<file path="config.mk">
export PLATFORM = sky130hd
export DESIGN_NAME = alu_rr_scheduler
export DESIGN_NICKNAME = d
export VERILOG_FILES = /design/src/rtl/alu_rr_scheduler.sv
export SDC_FILE = /design/constraint.sdc
export NUM_CORES = 1
export LEC_CHECK = 0
export CELL_PAD_IN_SITES_DETAIL_PLACEMENT = 1
export CELL_PAD_IN_SITES_GLOBAL_PLACEMENT = 2
export CORE_MARGIN = 2
export CORE_UTILIZATION = 17
export CTS_CLUSTER_DIAMETER = 100
export DETAILED_ROUTE_END_ITERATION = 7
export PLACE_DENSITY = 0.86
export REMOVE_ABC_BUFFERS = 1
export SYNTH_ARGS = -nofsm -noshare
export SYNTH_HDL_FRONTEND = slang
export SYNTH_SLANG_ARGS = --single-unit
export TNS_END_PERCENT = 5
</file>
<file path="constraint.sdc">
create_clock -name clk -period 2.1 [get_ports clk]
set_input_delay 0.21 -clock clk [delete_from_list [all_inputs] [get_ports clk]]
set_output_delay 0.21 -clock clk [all_outputs]
set_load 0.005 [all_outputs]
</file>
<file path="src/rtl/alu_rr_scheduler.sv">
// Round-robin scheduler sharing one registered 32-bit ALU among NUM_REQ requesters.
// Define ALU_RR_SCHED_OPCHK_EN to answer opcodes 101..111 directly without issuing them.
module alu_rr_scheduler #(
  parameter int unsigned NUM_REQ = 4,
  parameter int unsigned ALU_LAT = 1,
  parameter int unsigned PTR_W   = $clog2(NUM_REQ)
) (
  input  logic                 clk,
  input  logic                 rst,
  input  logic [NUM_REQ-1:0]   req_valid,
  output logic [NUM_REQ-1:0]   req_ready,
  input  logic [NUM_REQ*32-1:0] req_a,
  input  logic [NUM_REQ*32-1:0] req_b,
  input  logic [NUM_REQ*3-1:0] req_op,
  output logic [NUM_REQ-1:0]   rsp_valid,
  input  logic [NUM_REQ-1:0]   rsp_ready,
  output logic [31:0]          rsp_result,
  output logic                 rsp_error,
  output logic [31:0]          alu_a,
  output logic [31:0]          alu_b,
  output logic [2:0]           alu_opcode,
  input  logic [31:0]          alu_result,
  input  logic                 alu_error,
  output logic                 busy,
  output logic [PTR_W-1:0]     grant_id
);

  localparam int unsigned CNT_W = $clog2(ALU_LAT + 1) + 1;

  typedef enum logic [1:0] {StIdle, StExec, StResp} state_e;

  state_e           state_q, state_d;
  logic [PTR_W-1:0] ptr_q, ptr_d;
  logic [PTR_W-1:0] gid_q, gid_d;
  logic [CNT_W-1:0] cnt_q, cnt_d;
  logic [31:0]      a_q, a_d, b_q, b_d, res_q, res_d;
  logic [2:0]       op_q, op_d;
  logic             err_q, err_d;

  logic             gnt_found;
  logic [PTR_W-1:0] gnt_idx;
  logic [PTR_W:0]   probe;
  logic [31:0]      gnt_a, gnt_b;
  logic [2:0]       gnt_op;
  logic             gnt_skip;
  logic             op_is_logic;

  // First valid requester at or after the pointer, wrapping modulo NUM_REQ.
  always_comb begin
    gnt_found = 1'b0;
    gnt_idx   = '0;
    probe     = '0;
    for (int k = 0; k < int'(NUM_REQ); k++) begin
      probe = {1'b0, ptr_q} + (PTR_W + 1)'(k);
      if (probe >= (PTR_W + 1)'(NUM_REQ)) begin
        probe = probe - (PTR_W + 1)'(NUM_REQ);
      end
      if (!gnt_found && req_valid[probe[PTR_W-1:0]]) begin
        gnt_found = 1'b1;
        gnt_idx   = probe[PTR_W-1:0];
      end
    end
  end

  assign gnt_a  = req_a[32*gnt_idx +: 32];
  assign gnt_b  = req_b[32*gnt_idx +: 32];
  assign gnt_op = req_op[3*gnt_idx +: 3];

`ifdef ALU_RR_SCHED_OPCHK_EN
  assign gnt_skip = gnt_op[2] & (gnt_op[1] | gnt_op[0]);
`else
  assign gnt_skip = 1'b0;
`endif

  // The ALU leaves Error stale for logic ops, so it must not reach the requester.
  assign op_is_logic = (op_q == 3'b010) || (op_q == 3'b011) || (op_q == 3'b100);

  always_comb begin
    state_d   = state_q;
    ptr_d     = ptr_q;
    gid_d     = gid_q;
    cnt_d     = cnt_q;
    a_d       = a_q;
    b_d       = b_q;
    op_d      = op_q;
    res_d     = res_q;
    err_d     = err_q;
    req_ready = '0;
    rsp_valid = '0;
    unique case (state_q)
      StIdle: begin
        if (gnt_found && !rst) begin
          req_ready[gnt_idx] = 1'b1;
          gid_d              = gnt_idx;
          if (gnt_skip) begin
            res_d   = '0;
            err_d   = 1'b1;
            state_d = StResp;
          end else begin
            a_d     = gnt_a;
            b_d     = gnt_b;
            op_d    = gnt_op;
            cnt_d   = '0;
            state_d = StExec;
          end
        end
      end
      StExec: begin
        if (cnt_q == CNT_W'(ALU_LAT)) begin
          res_d   = alu_result;
          err_d   = op_is_logic ? 1'b0 : alu_error;
          state_d = StResp;
        end else begin
          cnt_d = cnt_q + CNT_W'(1);
        end
      end
      StResp: begin
        rsp_valid[gid_q] = 1'b1;
        if (rsp_ready[gid_q]) begin
          ptr_d   = (gid_q == PTR_W'(NUM_REQ - 1)) ? '0 : gid_q + PTR_W'(1);
          state_d = StIdle;
        end
      end
      default: state_d = StIdle;
    endcase
  end

  always_ff @(posedge clk) begin
    if (rst) begin
      state_q <= StIdle;
      ptr_q   <= '0;
      gid_q   <= '0;
      cnt_q   <= '0;
      a_q     <= '0;
      b_q     <= '0;
      op_q    <= '0;
      res_q   <= '0;
      err_q   <= 1'b0;
    end else begin
      state_q <= state_d;
      ptr_q   <= ptr_d;
      gid_q   <= gid_d;
      cnt_q   <= cnt_d;
      a_q     <= a_d;
      b_q     <= b_d;
      op_q    <= op_d;
      res_q   <= res_d;
      err_q   <= err_d;
    end
  end

  assign alu_a      = a_q;
  assign alu_b      = b_q;
  assign alu_opcode = op_q;
  assign rsp_result = res_q;
  assign rsp_error  = err_q;
  assign busy       = (state_q != StIdle);
  assign grant_id   = gid_q;

endmodule

</file>
==> results of run 1 <==
## layout make-up
class,count,area (sq um)
Inverter,4,15.0
Fill cell,3618,21100
Sequential cell,108,2170
Clock inverter,7,75.1
Antenna cell,1,2.50
Clock buffer,9,225
Tap cell,402,503
Multi-Input combinational cell,430,3050
Timing Repair Buffer,450,4510
## flip-flops by register name (all words and copies together) (netlist names)
register and cells:
alu_a 32, alu_b 32, alu_opcode 3, cnt_q 2, grant_id 2, ptr_q 2, rsp_error 1, rsp_result 32
state_q 2
## metrics by stage
stage	std cells	utilization (%)	power [W]	worst slack, ps	area [sq um]
CTS	1410	33.3	0.00615	11.6	10500
floorplan	542	-	0.00306	-3730	5180
global placement	1394	32.3	0.00424	-365	10200
finish	1411	33.3	0.00602	62.2	10500
global route	1411	33.3	0.00635	-67.1	10500
detailed placement	1394	32.3	0.00428	-445	10200
## kinds of logic (layout without fill, tap and decap cells)
| kind of cell | Yosys count | in the layout | synth area share [%] |
|---|---|---|---|
| DFF | 108 | 108 | 39.4 |
| other | 0 | 1 | 0 |
| AOI/OAI and AO/OA | 115 | 115 | 15.4 |
| muxes | 137 | 137 | 25.2 |
| adders and majority gates | 5 | 5 | 1.14 |
| buffers and inverters | 54 | 470 | 5.77 |
| and+or+nand+nor | 173 | 173 | 13.0 |
## synth_stat cells
cell type    n
inv_1        4
o221ai_1    67
a21oi_1     40
nand3b_1     1
nor2_1      13
or3b_2       1
clkbuf_1    34
buf_2        1
o21ai_0      1
or4b_1       1
dfxtp_1    108
or2_2        1
a31oi_1      2
nand3_1      2
a21boi_0     1
buf_6       15
nand2_1    138
nor2b_1      6
mux4_2       1
a21boi_1     1
or4_1        1
or3_1        1
nand2b_1     2
ha_1         5
a211o_1      1
and3b_1      1
o32a_1       1
mux2i_1    136
o21bai_1     1
and2_1       5
## worst max-delay path by stage
stage / slack (ps) / depth (start not counted) / endpoint / from
2_1_floorplan: -3730 / 5 / alu_opcode[1]$_SDFFE_PP0P_ / ptr_q[0]$_SDFFE_PP0P_
3_3_place_gp: -360 / 8 / alu_a[22]$_SDFFE_PP0P_ / req_valid[2]
3_5_place_dp: -440 / 8 / alu_a[2]$_SDFFE_PP0P_ / req_valid[2]
4_1_cts: 10 / 4 / rsp_valid[0] / grant_id[0]$_SDFFE_PP0P_
5_1_grt: -70 / 7 / alu_a[15]$_SDFFE_PP0P_ / ptr_q[0]$_SDFFE_PP0P_
6_report: 60 / 5 / req_ready[0] / ptr_q[0]$_SDFFE_PP0P_
## critical path, stage by stage, from the launching register on
cell	delay, ps
dfxtp_2	350
nor2b_1	60
or4_1	490
and2_4	210
nor2b_1	130
clkdlybuf4s15_2	220
## cell usage in the layout (no fill, tap or decap), types with 5 or more instances in the layout
cell type        Yosys  routed
a21oi_1             40      40
clkdlybuf4s50_1      0     413
dfxtp_1            108     105
o221ai_1            67      67
nand2_1            138     137
clkbuf_16            0       9
buf_12               0       7
mux2i_1            136     134
nor2_1              13      12
dlygate4sd2_1        0       5
buf_4                0      21
ha_1                 5       5
## layer usage
metal  vias to the layer above  wire length (um)
met5                         -                13
met2                       247             13300
li1                       2975                 -
met1                      2939             10000
met4                         2               210
met3                        15              2670
## report_power, final
group,internal [W],switching (W),leakage (nW)
clock,0.000937,0.000881,0.150
combinational,0.00118,0.000664,3.29
sequential,0.00224,0.000118,0.887
## timing repair
action                                  CTS  global route
hold buffers                              0             0
gates resized for setup                  16             8
pin swaps                                 3             1
endpoints found under the setup margin   18            31
==> run metrics, run 1 <==
RSZ-0062 raised after global routing=true; DRT antenna net count=0; Worst setup SP type=register; Clock Pin Slew Worst Setup and Hold Paths=80 ps; Worst Hold Class=in -> reg; initial antenna violation count=2; min-delay src=alu_result[0]; number of global-route vias before repair=6493; Max Cap Viol=0; peak supply drop=0.000594 V; fin. max-slew vios=0; worst hold slack=a little under 400 ps; M2 GR Usage=27.4%; min Tclk post-route=2040 ps; Reg2Reg Depth=7; clk buf depth=2; Initial Util=around 17%; Pwr per Cell Area=571 mW/mm^2; routability cong.=~0.76; status=finished clean; post-CTS setup buffers=0; Clock Skew=5.78 ps; H-tree levels=3; Worst setup EP type=output port; Lkg Pwr=4.33 nW; Final nets=1319; Reg-to-Reg End=alu_a[2]$_SDFFE_PP0P_; Worst slew margin=63.8%; total gr overflow=0; CP Max Fanout=6; WHS Endpoint=rsp_result[0]$_SDFFE_PP0P_; layout cell share with drive strength beyond 1=6.15%; first-pass GRT wire length=38500 um; Setup CP Type=reg -> out; Max Clk Rate=roughly 490 MHz; largest net degree at the start of global routing=52; Die Y-Extent=approximately 180 um; grt met3 use=under 10%; hold path depth=3; Hold Vio Cnt, Final=0; PortBufs=between 400 and 500; post-DR vias/cell=about 4.4; GR Util met1=approximately 16%; # setup viols final=0; most used routing layer in global routing=met2; Mapped Cells=592; Clk Latency, worst-skew pair=360 ps; io pins=422; Post-DP HPWL=20800 um; Least-Margin Pin Slew=544 ps; top post-synthesis cells by area=dfxtp_1 39%, mux2i_1 25%, o221ai_1 11%; CTS tree=yes; syn avg cell area=9.26 sq um; core area=0.0316 sq mm; Synth cell types=30; Site Rows=65; r2r startpoint=ptr_q[0]$_SDFFE_PP0P_; via count=6178; clock buffer count from CTS=9; final WL=around 26000 um; #FFs+latches synth=108; Yosys top cell area share=about 39%; top cell type by total area after synthesis=dfxtp_1; area growth from synthesis to layout=92.3%; DRC errors left=0; Total Routing Usage GR=14.9%; TritonCTS sink count=~110; Seq/Total Area, Yosys=39.4%; die width=184 um; Ys Warns=0; setup TNS=0 ps; Die Area=approximately 0.034 sq mm; root buf cell=clkbuf_16; synthesized area=0.00548 sq mm; Critical Path RT=1890 ps; final period utilization=97.0%; r2r setup slk=70 ps; first-pass iteration count of the detailed router=4; routed len/inst=18.5 um; DR iter-0 viols=154; critical path data arrival time=1830 ps
No activity file was read; power rests on OpenSTA's default activity.
==> run 2: changes to the inputs <==
--- a/config.mk
+++ b/config.mk
@@ -5,13 +5,15 @@
 export SDC_FILE = /design/constraint.sdc
 export NUM_CORES = 1
 export LEC_CHECK = 0
+export CAP_MARGIN = 5
 export CELL_PAD_IN_SITES_DETAIL_PLACEMENT = 1
 export CELL_PAD_IN_SITES_GLOBAL_PLACEMENT = 2
 export CORE_MARGIN = 2
-export CORE_UTILIZATION = 17
+export CORE_UTILIZATION = 18
+export CTS_BUF_LIST = sky130_fd_sc_hd__clkbuf_2 sky130_fd_sc_hd__clkbuf_4 sky130_fd_sc_hd__clkbuf_8
 export CTS_CLUSTER_DIAMETER = 100
 export DETAILED_ROUTE_END_ITERATION = 7
-export PLACE_DENSITY = 0.86
+export PLACE_DENSITY = 0.9
 export REMOVE_ABC_BUFFERS = 1
 export SYNTH_ARGS = -nofsm -noshare
 export SYNTH_HDL_FRONTEND = slang
==> run 2 against run 1 <==
The flow now finishes with violations (setup timing). Worst hold slack worse by 31 ps. Final cell count down 0.35%. Non-clock buffer count rose by 9. Final area grew 1.3%. First-iteration DRC count shrank 17%. Critical path depth rose by 4. Core utilization grew 2.5 points. Critical endpoint is now alu_b[6]$_SDFFE_PP0P_. Highest routed layer is now met4.
==> run metrics, run 2 (synthesis results as in run 1) <==
status=finished, violations left; failing checks=setup timing; CTS tree=yes; Die Area=approximately 0.032 sq mm; number of buffers and inverters on the critical path=4; Hold Vio Cnt, Final=0; Max Cap Viol=0; fill count=~3400; Worst slew margin=61.6%; Critical Path RT=2320 ps; Total Routing Usage GR=15.5%; largest net degree at the start of global routing=46; Initial Util=18.4%; die width=about 180 um; clock buffer count from CTS=9; critical path data arrival time=2350 ps; CP peak stage delay=around 500 ps; io pins=422; DRC errors left=0; peak supply drop=0.000373 V; area growth from synthesis to layout=94.9%; hold buffer count at CTS=0; final worst slack=-29.7 ps; Setup CP Type=in -> reg; most frequent cells in the layout=414 x clkdlybuf4s50_1, 137 x nand2_1, 129 x mux2i_1; commonest non-fill, non-tap cell in the layout=clkdlybuf4s50_1; Max Clk Rate=470 MHz; H-tree levels=3; TritonCTS sink count=108; clk buf depth=2; Pwr per Cell Area=541 mW/mm^2; first-pass GRT wire length=around 38000 um; core area=0.0298 sq mm; fin. max-slew vios=0; number of global-route vias before repair=6684; DRT antenna net count=0; final WL=between 20000 and 30000 um; final period utilization=101%; Site Rows=63; setup TNS=-60.7 ps; Finished Layout Cells=about 1400; cell family with the largest share of critical-path delay=simple AND/OR/NAND/NOR gates; layout cell share with drive strength beyond 1=7.88%; critical-path cell list=clkdlybuf4s50_1, nor2b_1, or4b_1, and2_4, buf_12, buf_16, buf_6, mux2i_1, o221ai_1; min Tclk post-route=around 2100 ps; PortBufs=421; via count=6254; post-DR vias/cell=about 4.4; Post-DP HPWL=20400 um; routed len/inst=18.9 um; first-pass iteration count of the detailed router=4; Least-Margin Pin Slew=576 ps; routability cong.=0.773; Lkg Pwr=4.37 nW; RSZ-0062 raised after global routing=true; Clock Pin Slew Worst Setup and Hold Paths=120 ps; CP Max Fanout=6; Die Y-Extent=179 um; root buf cell=clkbuf_8; Placed Cells=1384; Clock Skew=just under 20 ps; fin util=a little over a third; Slowest cell on crit path=or4b_1; Final nets=1328; # setup viols final=5; Worst setup EP type=register; Clk Latency, worst-skew pair=390 ps; initial antenna violation count=1; Worst Hold Class=in -> reg; Worst setup SP type=primary input; DR iter-0 viols=between 100 and 150; total gr overflow=0
[run 2: changes by cell type in the layout (fill, tap and decap cells not counted), moves of 3 or more]
cell,previous run,this run
buf_12,7,4
buf_6,1,8
clkbuf_8,0,9
mux2i_2,1,6
mux2i_1,134,129
clkbuf_16,9,3
dlygate4sd2_1,5,1
buf_16,0,3
[run 2: path summary, 6_finish.rpt]
| kind | to | cells after the start | startpoint | slack, ps |
|---|---|---|---|---|
| worst max-delay path | alu_b[6]$_SDFFE_PP0P_ | 9 | req_valid[2] | -30 |
| worst min-delay path | rsp_result[16]$_SDFFE_PP0P_ | 3 | alu_result[16] | 360 |
| worst min register to register | rsp_result[6]$_SDFFE_PP0P_ | 2 | rsp_result[6]$_SDFFE_PP0P_ | 460 |
| worst max register to register | alu_b[6]$_SDFFE_PP0P_ | 8 | ptr_q[0]$_SDFFE_PP0P_ | -20 |
[run 2: where the power goes]
part	internal [W]	switching, W
logic	0.00124	0.000699
registers	0.00224	0.000120
clock network	0.000678	0.000799
total	0.00416	0.00162
[run 2: timing repair]
action,4_1_cts,5_1_grt
pin swaps,5,4
gates cloned,2,3
resized for setup,32,21
endpoints found under the setup margin,9,66
buffers inserted,1,1
[run 2: per-layer routing]
metal	GRT usage (%)	vias to the layer above	part of all wire (%)
li1	-	2999	-
met1	16.4	2976	38
met2	29.0	259	52
met3	5.52	20	9.3
met4	4.03	0	1.2
met5	0	-	0
[run 2: tightest hold or removal path, cell delays in order]
cell             delay, ps
clkdlybuf4s50_1        400
nand2_1                 50
a21oi_1                 50
[run 2: layout make-up]
type                       instances  area [sq um]  area share, %
inverter                           4          15.0          0.140
tap                              390           488           4.57
timing repair buffer             459          4710           44.1
antenna                            1          2.50         0.0234
multi-input combinational        430          3100           29.0
clock inverter                     4          76.3          0.714
sequential                       108          2170           20.3
clock buffer                      10           131           1.23
[run 2: per-stage QoR]
step	hold WS [ps]	setup WS, ps	power (W)	cell area (sq um)
final	360	-29.7	0.00578	10700
after global routing	342	-80.3	0.00609	10700
after CTS	307	-61.9	0.00587	10500
after detailed placement	447	-690	0.00428	10200
after global placement	441	-680	0.00424	10200
after floorplan	279	-3730	0.00306	5180
